<file path="src/rtl/cpu_pkg.sv">
// Shared types and encodings for the fetch/decode/control stage.
package cpu_pkg;

    localparam int unsigned AW = 9;
    localparam int unsigned DW = 16;

    typedef enum logic [4:0] {
        S_RESET, S_IF1, S_IF2, S_UPDATE_PC, S_DECODE,
        S_WRITE_IMM, S_GET_A, S_GET_B, S_ALU, S_WRITE_REG,
        S_ADDR, S_LOAD_DA, S_MEM_RD, S_WRITE_MEM,
        S_GET_RD, S_MOV_B, S_MEM_WR, S_HALT
    } state_e;

    localparam logic [2:0] OPC_MOV  = 3'b110;
    localparam logic [2:0] OPC_ALU  = 3'b101;
    localparam logic [2:0] OPC_LDR  = 3'b011;
    localparam logic [2:0] OPC_STR  = 3'b100;

    localparam logic [1:0] OP_MOV_IMM = 2'b10;
    localparam logic [1:0] OP_MOV_REG = 2'b00;
    localparam logic [1:0] OP_ADD     = 2'b00;
    localparam logic [1:0] OP_CMP     = 2'b01;
    localparam logic [1:0] OP_AND     = 2'b10;
    localparam logic [1:0] OP_MVN     = 2'b11;
    localparam logic [1:0] OP_MEM     = 2'b00;

    localparam logic [1:0] MEM_NONE  = 2'b00;
    localparam logic [1:0] MEM_READ  = 2'b01;
    localparam logic [1:0] MEM_WRITE = 2'b10;

    localparam logic [3:0] VSEL_MDATA  = 4'b0001;
    localparam logic [3:0] VSEL_SXIMM8 = 4'b0010;
    localparam logic [3:0] VSEL_PC     = 4'b0100;
    localparam logic [3:0] VSEL_C      = 4'b1000;

    // Instruction classes; anything undefined decodes to IC_HALT.
    typedef enum logic [2:0] {
        IC_MOVI, IC_MOV, IC_ALU, IC_CMP, IC_LDR, IC_STR, IC_HALT
    } iclass_e;

    typedef struct packed {
        logic [1:0]    mem_cmd;
        logic [AW-1:0] mem_addr;
        logic [3:0]    vsel;
        logic [2:0]    writenum;
        logic [2:0]    readnum;
        logic          write;
        logic          loada;
        logic          loadb;
        logic          loadc;
        logic          loads;
        logic          asel;
        logic          bsel;
        logic [1:0]    shift;
        logic [1:0]    alu_op;
        logic          halted;
    } ctrl_t;

endpackage

</file>
<file path="src/rtl/instr_dec.sv">
// Combinational instruction decoder: IR fields, sign-extended immediates, class.
module instr_dec
    import cpu_pkg::*;
(
    input  logic [DW-1:0] ir,
    output logic [2:0]    rn_c,
    output logic [2:0]    rd_c,
    output logic [2:0]    rm_c,
    output logic [1:0]    op_c,
    output logic [1:0]    sh_c,
    output logic [DW-1:0] sximm8_c,
    output logic [DW-1:0] sximm5_c,
    output iclass_e       iclass_c
);

    logic [2:0] opcode;

    always_comb begin
        opcode   = ir[15:13];
        op_c     = ir[12:11];
        rn_c     = ir[10:8];
        rd_c     = ir[7:5];
        sh_c     = ir[4:3];
        rm_c     = ir[2:0];
        sximm8_c = {{8{ir[7]}}, ir[7:0]};
        sximm5_c = {{11{ir[4]}}, ir[4:0]};
        case ({opcode, op_c})
            {OPC_MOV, OP_MOV_IMM}:                      iclass_c = IC_MOVI;
            {OPC_MOV, OP_MOV_REG}, {OPC_ALU, OP_MVN}:   iclass_c = IC_MOV;
            {OPC_ALU, OP_ADD}, {OPC_ALU, OP_AND}:       iclass_c = IC_ALU;
            {OPC_ALU, OP_CMP}:                          iclass_c = IC_CMP;
            {OPC_LDR, OP_MEM}:                          iclass_c = IC_LDR;
            {OPC_STR, OP_MEM}:                          iclass_c = IC_STR;
            default:                                    iclass_c = IC_HALT;
        endcase
    end

endmodule

</file>
<file path="src/rtl/cpu_controller.sv">
// Fetch/decode/control FSM owning PC, IR and DA; all outputs are registered
// Moore outputs computed from the next state so they line up with state_q.
module cpu_controller
    import cpu_pkg::*;
(
    input  logic          clk,
    input  logic          reset_n,
    input  logic [DW-1:0] read_data,
    input  logic [DW-1:0] datapath_out,
    output logic [1:0]    mem_cmd,
    output logic [AW-1:0] mem_addr,
    output logic [DW-1:0] sximm8,
    output logic [DW-1:0] sximm5,
    output logic [3:0]    vsel,
    output logic [2:0]    writenum,
    output logic [2:0]    readnum,
    output logic          write,
    output logic          loada,
    output logic          loadb,
    output logic          loadc,
    output logic          loads,
    output logic          asel,
    output logic          bsel,
    output logic [1:0]    shift,
    output logic [1:0]    ALUop,
    output logic [AW-1:0] pc,
    output logic          halted
);

    state_e        state_q, state_d;
    logic [AW-1:0] pc_q, pc_d, da_q, da_d;
    logic [DW-1:0] ir_q, ir_d;
    logic [DW-1:0] sximm8_q, sximm5_q;
    ctrl_t         ctrl_q, ctrl_d;

    logic [2:0]    rn, rd, rm;
    logic [1:0]    op, sh;
    logic [DW-1:0] sximm8_c, sximm5_c;
    iclass_e       iclass;
    logic          unused_dp_hi;

    assign unused_dp_hi = ^datapath_out[DW-1:AW];

    // Decoding ir_d is safe for next-state: ir_d differs from ir_q only in IF2.
    instr_dec u_dec (
        .ir       (ir_d),
        .rn_c     (rn),
        .rd_c     (rd),
        .rm_c     (rm),
        .op_c     (op),
        .sh_c     (sh),
        .sximm8_c (sximm8_c),
        .sximm5_c (sximm5_c),
        .iclass_c (iclass)
    );

    always_comb begin
        state_d = state_q;
        pc_d    = pc_q;
        ir_d    = ir_q;
        da_d    = da_q;
        case (state_q)
            S_RESET:     state_d = S_IF1;
            S_IF1:       state_d = S_IF2;
            S_IF2: begin
                ir_d    = read_data;
                state_d = S_UPDATE_PC;
            end
            S_UPDATE_PC: begin
                pc_d    = pc_q + AW'(1);
                state_d = S_DECODE;
            end
            S_DECODE: begin
                case (iclass)
                    IC_MOVI: state_d = S_WRITE_IMM;
                    IC_MOV:  state_d = S_GET_B;
                    IC_HALT: state_d = S_HALT;
                    default: state_d = S_GET_A;
                endcase
            end
            S_GET_A:     state_d = (iclass == IC_LDR || iclass == IC_STR) ? S_ADDR : S_GET_B;
            S_GET_B:     state_d = S_ALU;
            S_ALU:       state_d = (iclass == IC_CMP) ? S_IF1 : S_WRITE_REG;
            S_ADDR:      state_d = S_LOAD_DA;
            S_LOAD_DA: begin
                da_d    = datapath_out[AW-1:0];
                state_d = (iclass == IC_LDR) ? S_MEM_RD : S_GET_RD;
            end
            S_MEM_RD:    state_d = S_WRITE_MEM;
            S_GET_RD:    state_d = S_MOV_B;
            S_MOV_B:     state_d = S_MEM_WR;
            S_WRITE_IMM, S_WRITE_REG, S_WRITE_MEM, S_MEM_WR: state_d = S_IF1;
            S_HALT:      state_d = S_HALT;
            default:     state_d = S_HALT;
        endcase
    end

    // Output decode for the state being entered.
    always_comb begin
        ctrl_d          = '0;
        ctrl_d.mem_addr = pc_d;
        case (state_d)
            S_IF1, S_IF2: ctrl_d.mem_cmd = MEM_READ;
            S_WRITE_IMM: begin
                ctrl_d.writenum = rn;
                ctrl_d.vsel     = VSEL_SXIMM8;
                ctrl_d.write    = 1'b1;
            end
            S_GET_A: begin
                ctrl_d.readnum = rn;
                ctrl_d.loada   = 1'b1;
            end
            S_GET_B: begin
                ctrl_d.readnum = rm;
                ctrl_d.loadb   = 1'b1;
            end
            S_ALU: begin
                ctrl_d.shift  = sh;
                ctrl_d.alu_op = op;
                ctrl_d.loadc  = 1'b1;
                ctrl_d.asel   = (iclass == IC_MOV);
                ctrl_d.loads  = (iclass == IC_CMP);
            end
            S_WRITE_REG: begin
                ctrl_d.writenum = rd;
                ctrl_d.vsel     = VSEL_C;
                ctrl_d.write    = 1'b1;
            end
            S_ADDR: begin
                ctrl_d.bsel  = 1'b1;
                ctrl_d.loadc = 1'b1;
            end
            S_MEM_RD: begin
                ctrl_d.mem_addr = da_d;
                ctrl_d.mem_cmd  = MEM_READ;
            end
            S_WRITE_MEM: begin
                ctrl_d.mem_addr = da_d;
                ctrl_d.mem_cmd  = MEM_READ;
                ctrl_d.vsel     = VSEL_MDATA;
                ctrl_d.writenum = rd;
                ctrl_d.write    = 1'b1;
            end
            S_GET_RD: begin
                ctrl_d.readnum = rd;
                ctrl_d.loadb   = 1'b1;
            end
            S_MOV_B: begin
                ctrl_d.asel  = 1'b1;
                ctrl_d.loadc = 1'b1;
            end
            S_MEM_WR: begin
                ctrl_d.mem_addr = da_d;
                ctrl_d.mem_cmd  = MEM_WRITE;
            end
            S_HALT:  ctrl_d.halted = 1'b1;
            default: ;
        endcase
    end

    always_ff @(posedge clk or negedge reset_n) begin
        if (!reset_n) begin
            state_q  <= S_RESET;
            pc_q     <= '0;
            ir_q     <= '0;
            da_q     <= '0;
            sximm8_q <= '0;
            sximm5_q <= '0;
            ctrl_q   <= '0;
        end else begin
            state_q  <= state_d;
            pc_q     <= pc_d;
            ir_q     <= ir_d;
            da_q     <= da_d;
            sximm8_q <= sximm8_c;
            sximm5_q <= sximm5_c;
            ctrl_q   <= ctrl_d;
        end
    end

    assign mem_cmd  = ctrl_q.mem_cmd;
    assign mem_addr = ctrl_q.mem_addr;
    assign vsel     = ctrl_q.vsel;
    assign writenum = ctrl_q.writenum;
    assign readnum  = ctrl_q.readnum;
    assign write    = ctrl_q.write;
    assign loada    = ctrl_q.loada;
    assign loadb    = ctrl_q.loadb;
    assign loadc    = ctrl_q.loadc;
    assign loads    = ctrl_q.loads;
    assign asel     = ctrl_q.asel;
    assign bsel     = ctrl_q.bsel;
    assign shift    = ctrl_q.shift;
    assign ALUop    = ctrl_q.alu_op;
    assign halted   = ctrl_q.halted;
    assign sximm8   = sximm8_q;
    assign sximm5   = sximm5_q;
    assign pc       = pc_q;

endmodule

</file>
<file path="config.mk">
export PLATFORM = sky130hd
export DESIGN_NAME = cpu_controller
export DESIGN_NICKNAME = d
export VERILOG_FILES = /design/src/rtl/cpu_pkg.sv /design/src/rtl/instr_dec.sv /design/src/rtl/cpu_controller.sv
export SDC_FILE = /design/constraint.sdc
export NUM_CORES = 1
export LEC_CHECK = 0
export BUFFER_PORTS_ARGS = -buffer_cell sky130_fd_sc_hd__buf_2
export CAP_MARGIN = 10
export CORE_MARGIN = 3
export CORE_UTILIZATION = 25
export DETAILED_ROUTE_END_ITERATION = 10
export PLACE_DENSITY_LB_ADDON = 0.08
export SYNTH_ARGS = -nofsm -noshare
export SYNTH_HDL_FRONTEND = slang
export SYNTH_HIERARCHICAL = 1
export SYNTH_SLANG_ARGS = --single-unit
</file>
<file path="constraint.sdc">
create_clock -name clk -period 5.7 [get_ports clk]
set_input_delay 0 -clock clk [delete_from_list [all_inputs] [get_ports clk]]
set_output_delay 0 -clock clk [all_outputs]
set_load 0.01 [all_outputs]
</file>
==> flow_metrics.tcl, run 1 <==
set metrics [dict create \
    run_status "finished, final reports clean" \
    required_ns 5.93 \
    yosysUniqueCellTypes 55 \
    drive_above_1_share 0.3962 \
    worst_slack_ns 1.467 \
    min_period_ns 4.233 \
    wl_per_cell_um 14.84 \
    vias 2654 \
    grt_start_max_net_pins 53 \
    ctsRootBufferMaster "clkbuf_16" \
    slowest_delay_ns 0.63 \
    clock_skew_ns 0.009132 \
    fmax_ghz 0.2362 \
    tritoncts "done" \
    grt_antenna_before_repair 0 \
    cp-start-kind "flop" \
    num-nets-final 454 \
    fp.coreArea_um2 16760 \
    top_layer_used "met4" \
    viasPerCell 4.121 \
    place_ws_ns 1.413 \
    wl_met3_um 600 \
    worstPathArrival_ns 4.46 \
    maxCapViolCount 0 \
    die_area_um2 18880 \
    ys_ff_latch 103 \
    setup-violations-final 0 \
    final-hold-violation-count 0 \
    cp_max_fo 16 \
    io_pins 108 \
    rsz0062_at_grt "false" \
    synth_top_area_frac 0.5969 \
    die_y_um 137.4 \
    start_util 0.2576 \
    slew_violations 0 \
    grt-ovfl-total 0 \
    htreeDepth 3 \
    cts_resized 0 \
    cts_buffers 9 \
    yosysMostFrequentCell "dfrtp_1" \
    drc_errors 0 \
    power.density_nw_per_um2 557.5 \
    clock_path_buffers 2 \
    clkTransAtPathRegs_ns 0.07 \
    final_cell_area_um2 5266 \
    io_buffers 99 \
    ys.flop_type "dfrtp_1" \
    synth_top_cell_by_area "dfrtp_1" \
    synth-edff-count 0 \
    wl_um 9559 \
    gp_congestion 0.7035 \
    diodes 0 \
    final_antenna_net_count 0 \
    die_w_um 137.4 \
    synthCells 336 \
    post_cts_buffers 0 \
    dr.pass1.iters 4 \
    ys_top_cells_by_area "dfrtp_1 60%, buf_4 8.0%, mux2_2 6.8%, mux2_4 3.1%, nand2_1 1.9%" \
    area_delta_synth_final_pct 21.96 \
    drt_iter0_markers 101 \
    cellLeakagePower_nw 2.561 \
    crit_type "reg2reg" \
    period_share 0.7426 \
    place_area_um2 4728 \
    fin_tns_setup_ns 0 \
    endpoint_kind "flop" \
    ys_seq_area_frac 0.5969 \
    yosysWarnings 6 \
    grt_pass1_vias 2755 \
    met2_length_um 4308 \
    synthArstFlopShare 1.000 \
    syn_area_um2 4318 \
    wl_met1_um 4436 \
    synth_fp_nets 371 \
    ys_top_cells_by_count "103 x dfrtp_1, 46 x buf_4, 26 x mux2_2" \
    finalPower_mw 2.936 \
    grtUsageTotal 0.1069 \
    critPathSlowestCell "dfrtp_1" \
    insertion_delay_ns 0.35 \
    path_cells "or3b_4, nand2b_1, buf_4, mux2_2, or3_1, a21boi_1, nand3b_1, a21oi_1, o22ai_4, o22a_1, mux2_4" \
    worst_pin_slew_ns 0.6721 \
    slew_headroom 0.5519 \
    place_hpwl_um 6438 \
    peakVddDrop_mv 0.2039 \
    clkSinkCount 103 \
    rows 47 \
    hold_buffers 24 \
    hold_class "in2reg" \
    grt_first_pass_wirelength_um 15280 \
    syn_avg_cell_area_um2 12.85 \
]
-- sequential cells by signal, indices dropped and copies added, names as in the netlist, 3 cells and up --
name and count:
writenum 3, state_q 5, vsel 3, pc 9, da_q 9, readnum 3
sximm5 16, sximm8 16, mem_addr 9, ir_q 16
-- placed cells by master, fill, tap and decap left out, drive strengths merged, types with 2 or more instances in the layout --
| cell type | synthesis | routed |
|---|---|---|
| a21oi | 6 | 6 |
| a22oi | 3 | 3 |
| and2 | 4 | 4 |
| and3 | 6 | 6 |
| buf | 53 | 105 |
| clkbuf | 4 | 10 |
| clkinv | 0 | 3 |
| dfrtp | 103 | 103 |
| dlygate4sd3 | 0 | 24 |
| inv | 5 | 7 |
| mux2 | 35 | 35 |
| mux2i | 3 | 3 |
| nand2 | 22 | 22 |
| nand2b | 6 | 6 |
| nand3b | 4 | 4 |
| nand4 | 5 | 5 |
| nor2 | 19 | 19 |
| nor2b | 5 | 5 |
| nor4 | 3 | 3 |
| o21a | 2 | 2 |
| o21ai | 9 | 9 |
| o22a | 2 | 2 |
| o22ai | 4 | 4 |
| o32ai | 2 | 2 |
| or2 | 2 | 2 |
| or2b | 2 | 2 |
| or3b | 2 | 2 |
| xnor2 | 7 | 7 |
-- worst max-delay path, delay by kind of cell (launching register included) --
| family | cells | cell delay, ns |
|---|---|---|
| compound gates | 4 | 1.34 |
| simple gates | 4 | 1.20 |
| mux | 2 | 0.70 |
| flops | 1 | 0.63 |
| buf+inv | 1 | 0.23 |
-- layer usage --
layer | up-vias | global-route usage
met5 | - | 0
met4 | 0 | 0.05377
met3 | 14 | 0.02776
met2 | 80 | 0.1638
met1 | 1297 | 0.1395
li1 | 1263 | -
-- through the flow --
| stage | hold WS [ns] | instances | utilization |
|---|---|---|---|
| finish | 0.07315 | 644 | 0.3142 |
| global route | 0.1200 | 644 | 0.3142 |
| CTS | 0.08653 | 644 | 0.3142 |
| detailed placement | 0.08515 | 604 | 0.2821 |
| global placement | 0.08122 | 604 | 0.2821 |
| floorplan | -0.2956 | 336 | - |
-- cell families (layout without fill, tap and decap cells) --
family,Yosys count,in the layout,share of synthesized area
adder cells (fa/ha/maj),1,1,0.002897
AO/OA/AOI/OAI,39,39,0.07100
buffers and inverters,62,150,0.09881
multiplexers,38,38,0.1061
flip-flops,103,103,0.5969
other,1,1,0.0008685
AND/OR/NAND/NOR,84,84,0.1072
XOR/XNOR,8,8,0.01623
-- path summary, 6_finish.rpt --
check	startpoint	endpoint	slack, ns	cells past startpoint
min	read_data[7]	ir_q[7]$_DFF_PN0_	0.07	2
max in group asynchronous	reset_n	sximm5[14]$_DFF_PN0_	4.34	3
min reg2reg	pc[8]$_DFF_PN0_	pc[8]$_DFF_PN0_	0.48	1
max reg2reg	state_q[1]$_DFF_PN0_	mem_addr[8]$_DFF_PN0_	1.47	11
max	state_q[1]$_DFF_PN0_	mem_addr[8]$_DFF_PN0_	1.47	11
min in group asynchronous	reset_n	sximm5[5]$_DFF_PN0_	0.22	2
-- final cells by class --
class,instances,area [um^2]
fillers,1764,11490
flip-flops and latches,103,2577
multi-input cells,171,1314
repair buffers,129,783.3
well taps,220,275.3
clock buffers,10,229.0
clock inverters,6,68.82
inverters,5,18.77
-- where the power goes --
group / leakage (nW) / switching, mW / internal (mW)
Sequential: 1.30 / 0.134 / 1.00
Combinational: 1.11 / 0.663 / 0.508
Clock: 0.149 / 0.281 / 0.345
Total: 2.56 / 1.08 / 1.86
No activity file was read; power rests on OpenSTA's default activity.
==> inputs of run 2 (changes only) <==
--- a/config.mk
+++ b/config.mk
@@ -5,6 +5,7 @@
 export SDC_FILE = /design/constraint.sdc
 export NUM_CORES = 1
 export LEC_CHECK = 0
+export ABC_AREA = 1
 export BUFFER_PORTS_ARGS = -buffer_cell sky130_fd_sc_hd__buf_2
 export CAP_MARGIN = 10
 export CORE_MARGIN = 3
==> constraint.sdc (replaced) <==
create_clock -name clk -period 3.75 [get_ports clk]
set_input_delay 0 -clock clk [delete_from_list [all_inputs] [get_ports clk]]
set_output_delay 0 -clock clk [all_outputs]
set_load 0.01 [all_outputs]
==> run 2 against run 1 <==
  * Register-to-register slack got worse by 1.0 ns
  * Global-route usage barely moved
  * Sequential share of layout area rose by 0.55 points
  * Synthesized cell count grew 17%
  * Critical path type unchanged
  * Fmax rose by 28%
  * Core utilization hardly changed
==> flow_metrics.tcl, run 2 <==
set metrics [dict create \
    rsz0062_at_grt "false" \
    wl_um 9343 \
    num-nets-final 515 \
    wl_per_cell_um 13.25 \
    grtUsageTotal 0.1072 \
    synth_fp_nets 427 \
    layout_commonest_cell "dfrtp_1" \
    crit_end "mem_addr[5]$_DFF_PN0_" \
    grt_pass1_vias 2908 \
    syn_area_um2 4244 \
    io_pins 108 \
    viasPerCell 3.966 \
    yosysWarnings 6 \
    area_delta_synth_final_pct 22.70 \
    worst_pin_slew_ns 0.6953 \
    rrSetupSlack_ns 0.45 \
    tritoncts "done" \
    run_status "finished, final reports clean" \
    grt_antenna_before_repair 0 \
    ys_top_cells_by_count "103 x dfrtp_1, 73 x nand2_1, 46 x buf_4" \
    path_cells "nor2_2, nand2_1, inv_1, nand2_2, mux2_2, o21ai_0, nand2_1, o21ai_2, nand2_2, nor2_4, nand2_4, nand2_2, nand2_1, o21ai_1" \
    io_buffers 99 \
    ctsRootBufferMaster "clkbuf_16" \
    syn_avg_cell_area_um2 10.83 \
    grt_first_pass_wirelength_um 15210 \
    clkSinkCount 103 \
    clkTransAtPathRegs_ns 0.07 \
    critPathSlowestCell "o21ai_0" \
    fp.coreArea_um2 16580 \
    grt-ovfl-total 0 \
    peakVddDrop_mv 0.2959 \
    grt_start_max_net_pins 57 \
    place_ws_ns 0.4442 \
    cp-start-kind "flop" \
    slowest_delay_ns 0.46 \
    fin_cells 705 \
    drc_errors 0 \
    cellLeakagePower_nw 2.789 \
    crit_start "state_q[0]$_DFF_PN0_" \
    endpoint_kind "flop" \
    insertion_delay_ns 0.34 \
    clock_skew_ns 0.006682 \
    post_cts_buffers 0 \
    placedCellCount 665 \
    reg2reg_depth 14 \
    synth-edff-count 0 \
    final_antenna_net_count 0 \
    die_w_um 136.3 \
    worstPathArrival_ns 3.57 \
    vias 2796 \
    drive_above_1_share 0.3485 \
    slew_headroom 0.5364 \
    cp_max_fo 13 \
    min_period_ns 3.301 \
    ys_ff_latch 103 \
    gp_congestion 0.7537 \
    drt_iter0_markers 77 \
    start_util 0.2559 \
    setup-violations-final 0 \
    timing.rr.end "mem_addr[5]$_DFF_PN0_" \
    synthCells 392 \
    clock_path_buffers 2 \
    ys.flop_type "dfrtp_1" \
    diodes 0 \
    synthArstFlopShare 1.000 \
    ys_top_cells_by_area "dfrtp_1 61%, buf_4 8.1%, mux2_2 6.6%, nand2_1 6.5%, inv_1 2.7%" \
    die_y_um 136.3 \
    hold_class "in2reg" \
    cts_resized 0 \
    yosysMostFrequentCell "dfrtp_1" \
    place_hpwl_um 6821 \
    synth_top_area_frac 0.6073 \
    period_share 0.8802 \
    required_ns 4.02 \
    final_cell_mix "103 x dfrtp_1, 98 x buf_2, 73 x nand2_1" \
    maxCapViolCount 0 \
    rows 47 \
    r2r_start "state_q[0]$_DFF_PN0_" \
    fmax_ghz 0.3030 \
    cts_buffers 9 \
    dr.pass1.iters 4 \
    hold_buffers 24 \
    ys_seq_area_frac 0.6073 \
    power.density_nw_per_um2 418.6 \
    worst_slack_ns 0.4494 \
    slew_violations 0 \
    htreeDepth 3 \
    die_area_um2 18580 \
    synth_top_cell_by_area "dfrtp_1" \
    yosysUniqueCellTypes 32 \
    fin_tns_setup_ns 0 \
    finalPower_mw 2.180 \
    crit_type "reg2reg" \
    final-hold-violation-count 0 \
]
run 2: changes by cell type after synthesis, sizes merged, moves of 6 or more:
cell    delta
nand4      +6
nand3     +22
inv       +33
nand2b     -6
nand2     +57
and3       -6
mux2      -10
nor2      +15
run 2: power by group:
| part | switching (mW) | internal [mW] |
|---|---|---|
| clock | 0.404 | 0.518 |
| combinational | 0.0663 | 0.0505 |
| sequential | 0.00508 | 1.14 |
| total | 0.475 | 1.70 |
run 2: final cells by class:
| class | count | area [um^2] |
|---|---|---|
| clock buffer | 11 | 232.7 |
| clock inverter | 5 | 58.81 |
| fill | 1780 | 11380 |
| inverter | 38 | 142.6 |
| multi-input combinational | 201 | 1152 |
| sequential | 103 | 2577 |
| tap | 220 | 275.3 |
| timing repair buffer | 127 | 768.2 |
run 2: metal layers:
layer / wire length [um] / GRT usage / vias up / share of wire
met2: 4244 / 0.1665 / 87 / 0.45
met1: 4285 / 0.1370 / 1328 / 0.46
met4: 106 / 0.03024 / 0 / 0.011
li1: - / - / 1375 / -
met5: 0 / 0 / - / 0
met3: 706 / 0.04552 / 6 / 0.076
run 2: critical path: cells and delay by family, from the launching register on:
family,cells,cell delay (ns)
mux,1,0.38
simple gates,9,1.46
flops,1,0.44
buf+inv,1,0.10
compound gates,3,0.81
run 2: cell families after synthesis:
| kind of cell | count (synthesis) | synth area share |
|---|---|---|
| adder cells (fa/ha/maj) | 1 | 0.002948 |
| other | 1 | 0.0008836 |
| multiplexers | 25 | 0.06633 |
| AO/OA/AOI/OAI | 18 | 0.02536 |
| XOR/XNOR | 5 | 0.01032 |
| buffers and inverters | 88 | 0.1212 |
| AND/OR/NAND/NOR | 151 | 0.1657 |
| flip-flops | 103 | 0.6073 |
run 2: worst min path at each step:
stage,from,endpoint,slack [ns],depth (start not counted)
5_1_grt,read_data[4],ir_q[4]$_DFF_PN0_,0.11,2
4_1_cts,read_data[4],ir_q[4]$_DFF_PN0_,0.07,2
3_5_place_dp,reset_n,sximm8[3]$_DFF_PN0_,0.15,2
3_3_place_gp,reset_n,sximm8[3]$_DFF_PN0_,0.16,2
6_report,read_data[4],ir_q[4]$_DFF_PN0_,0.08,2
2_1_floorplan,reset_n,ALUop[0]$_DFF_PN0_,-0.30,0
run 2: per-stage QoR:
stage,hold slack (ns),util,instance area (um^2)
6_report,0.08041,0.3140,5207
2_1_floorplan,-0.2956,-,4244
3_5_place_dp,0.1533,0.2820,4676
5_1_grt,0.1092,0.3140,5207
3_3_place_gp,0.1578,0.2820,4676
4_1_cts,0.07075,0.3140,5207
==> inputs of run 3 (changes only) <==
--- a/config.mk
+++ b/config.mk
@@ -9,7 +9,8 @@
 export BUFFER_PORTS_ARGS = -buffer_cell sky130_fd_sc_hd__buf_2
 export CAP_MARGIN = 10
 export CORE_MARGIN = 3
-export CORE_UTILIZATION = 25
+export CORE_UTILIZATION = 48
+export CTS_CLUSTER_DIAMETER = 100
 export DETAILED_ROUTE_END_ITERATION = 10
 export PLACE_DENSITY_LB_ADDON = 0.08
 export SYNTH_ARGS = -nofsm -noshare
==> run 3 against run 2 <==
  * Die area is 46% lower
  * Sequential power hardly changed
  * Combinational power hardly changed
  * Flip-flop and latch count stayed put
  * Core utilization is 28 points higher
  * Largest power group unchanged
  * First-iteration DRC count is 25% lower
  * Clock power is 33% lower
  * Critical path type unchanged
==> flow_metrics.tcl, run 3 (synthesis gave the netlist of run 2 again) <==
set metrics [dict create \
    cp-start-kind "flop" \
    fmax_ghz 0.3184 \
    drive_above_1_share 0.3499 \
    rows 33 \
    cp_max_fo 13 \
    rrSetupSlack_ns 0.61 \
    viasPerCell 4.752 \
    timing.rr.end "mem_addr[5]$_DFF_PN0_" \
    wl_met1_um 3682 \
    cts_buffers 9 \
    fp.coreArea_um2 8382 \
    io_pins 108 \
    drt_iter0_markers 58 \
    worstPathArrival_ns 3.41 \
    cellLeakagePower_nw 2.737 \
    clkSinkCount 103 \
    rsz0062_at_grt "false" \
    drc_errors 0 \
    peakVddDrop_mv 0.2033 \
    grt_start_max_net_pins 70 \
    slew_violations 0 \
    grtUsageTotal 0.1681 \
    wl_um 8042 \
    reg2reg_depth 18 \
    fin_tns_setup_ns 0 \
    dr.pass1.iters 4 \
    io_buffers 99 \
    crit_buf_inv 2 \
    place_ws_ns 0.6163 \
    power.density_nw_per_um2 379.3 \
    worstHoldEndpoint "ir_q[7]$_DFF_PN0_" \
    min_path_cells 2 \
    final_cell_mix "103 x dfrtp_1, 98 x buf_2, 73 x nand2_1" \
    met2_length_um 3850 \
    clock_path_buffers 2 \
    grt_pass1_vias 2853 \
    diodes 0 \
    grt_first_pass_wirelength_um 13330 \
    placedCellCount 549 \
    clock_skew_ns 0.01051 \
    period_share 0.8375 \
    holdCritStartpoint "read_data[7]" \
    min_period_ns 3.141 \
    die_w_um 100.0 \
    fin_cells 588 \
    path_cells "nor2_2, nand2_1, inv_1, nand2_2, mux2_2, nand2_1, nand2_1, a21oi_1, o21ai_0, nor2_1, inv_1, nand2_1, a21oi_2, nor2_4, nand2_4, nand2_2, nand2_1, o21ai_1" \
    maxCapViolCount 0 \
    clkTransAtPathRegs_ns 0.10 \
    final_antenna_net_count 0 \
    hold_class "in2reg" \
    endpoint_kind "flop" \
    place_hpwl_um 5691 \
    required_ns 4.02 \
    final-hold-violation-count 0 \
    die_area_um2 10010 \
    grt-ovfl-total 0 \
    wl_per_cell_um 13.68 \
    slew_headroom 0.4392 \
    tritoncts "done" \
    crit_start "state_q[0]$_DFF_PN0_" \
    wl_met3_um 393 \
    layout_commonest_cell "dfrtp_1" \
    num-nets-final 514 \
    area_delta_synth_final_pct 16.33 \
    gp_congestion 0.8799 \
    path_common_cell "nand2_1" \
    die_y_um 100.0 \
    insertion_delay_ns 0.35 \
    slowest_delay_ns 0.44 \
    htreeDepth 3 \
    grt_antenna_before_repair 0 \
    crit_type "reg2reg" \
    r2r_start "state_q[0]$_DFF_PN0_" \
    crit_family "simple AND/OR/NAND/NOR gates" \
    ctsRootBufferMaster "clkbuf_8" \
    run_status "finished, final reports clean" \
    setup-violations-final 0 \
    worst_slack_ns 0.6094 \
    worst_pin_slew_ns 0.8412 \
    critPathSlowestCell "dfrtp_1" \
    vias 2794 \
    start_util 0.5063 \
    top_layer_used "met4" \
]
-- run 3: worst max-delay path by stage --
stage,end,slack (ns),cells after the start
2_1_floorplan,mem_addr[5]$_DFF_PN0_,0.91,18
3_3_place_gp,mem_addr[3]$_DFF_PN0_,0.61,18
3_5_place_dp,mem_addr[6]$_DFF_PN0_,0.62,18
4_1_cts,mem_addr[5]$_DFF_PN0_,0.59,18
5_1_grt,mem_addr[1]$_DFF_PN0_,0.13,18
6_report,mem_addr[5]$_DFF_PN0_,0.61,18
-- run 3: worst register-to-register path, stage by stage (launching register included) --
cell     delay, ns
dfrtp_1       0.44
nor2_2        0.23
nand2_1       0.12
inv_1         0.10
nand2_2       0.14
mux2_2        0.36
nand2_1       0.10
nand2_1       0.07
a21oi_1       0.16
o21ai_0       0.22
nor2_1        0.18
inv_1         0.05
nand2_1       0.10
a21oi_2       0.08
nor2_4        0.21
nand2_4       0.11
nand2_2       0.23
nand2_1       0.08
o21ai_1       0.07
-- run 3: layout make-up --
| cell class | count | area, um^2 |
|---|---|---|
| fillers | 765 | 3445 |
| well taps | 105 | 131.4 |
| inverters | 38 | 142.6 |
| flip-flops and latches | 103 | 2577 |
| repair buffers | 126 | 760.7 |
| clock buffers | 10 | 137.6 |
| multi-input cells | 201 | 1152 |
| clock inverters | 5 | 35.03 |
-- run 3: repair_timing --
item | CTS | global route
resized for setup | 0 | 0
buffers inserted | 0 | 0
hold buffers | 24 | 0
hold endpoints to repair | 107 | 0
-- run 3: metrics by stage --
stage          cell area (um^2)  total power, mW    util  hold slack [ns]
4_1_cts                    4937            1.900  0.5890          0.03925
5_1_grt                    4937            1.961  0.5890          0.07162
3_3_place_gp               4524            1.259  0.5398           0.1563
2_1_floorplan              4244            1.235       -          -0.2956
6_report                   4937            1.873  0.5890          0.05775
3_5_place_dp               4524            1.261  0.5398           0.1666
-- run 3: per-layer routing --
metal  vias to the layer above  global-route usage
met5                         -                   0
met4                         0             0.06218
met3                        11             0.03197
met2                        81              0.2807
met1                      1333              0.2195
li1                       1369                   -
-- run 3: power breakdown --
group	internal (mW)	switching, mW	total (mW)
combinational	0.0498	0.0644	0.114
sequential	1.14	0.00556	1.14
clock	0.256	0.361	0.618
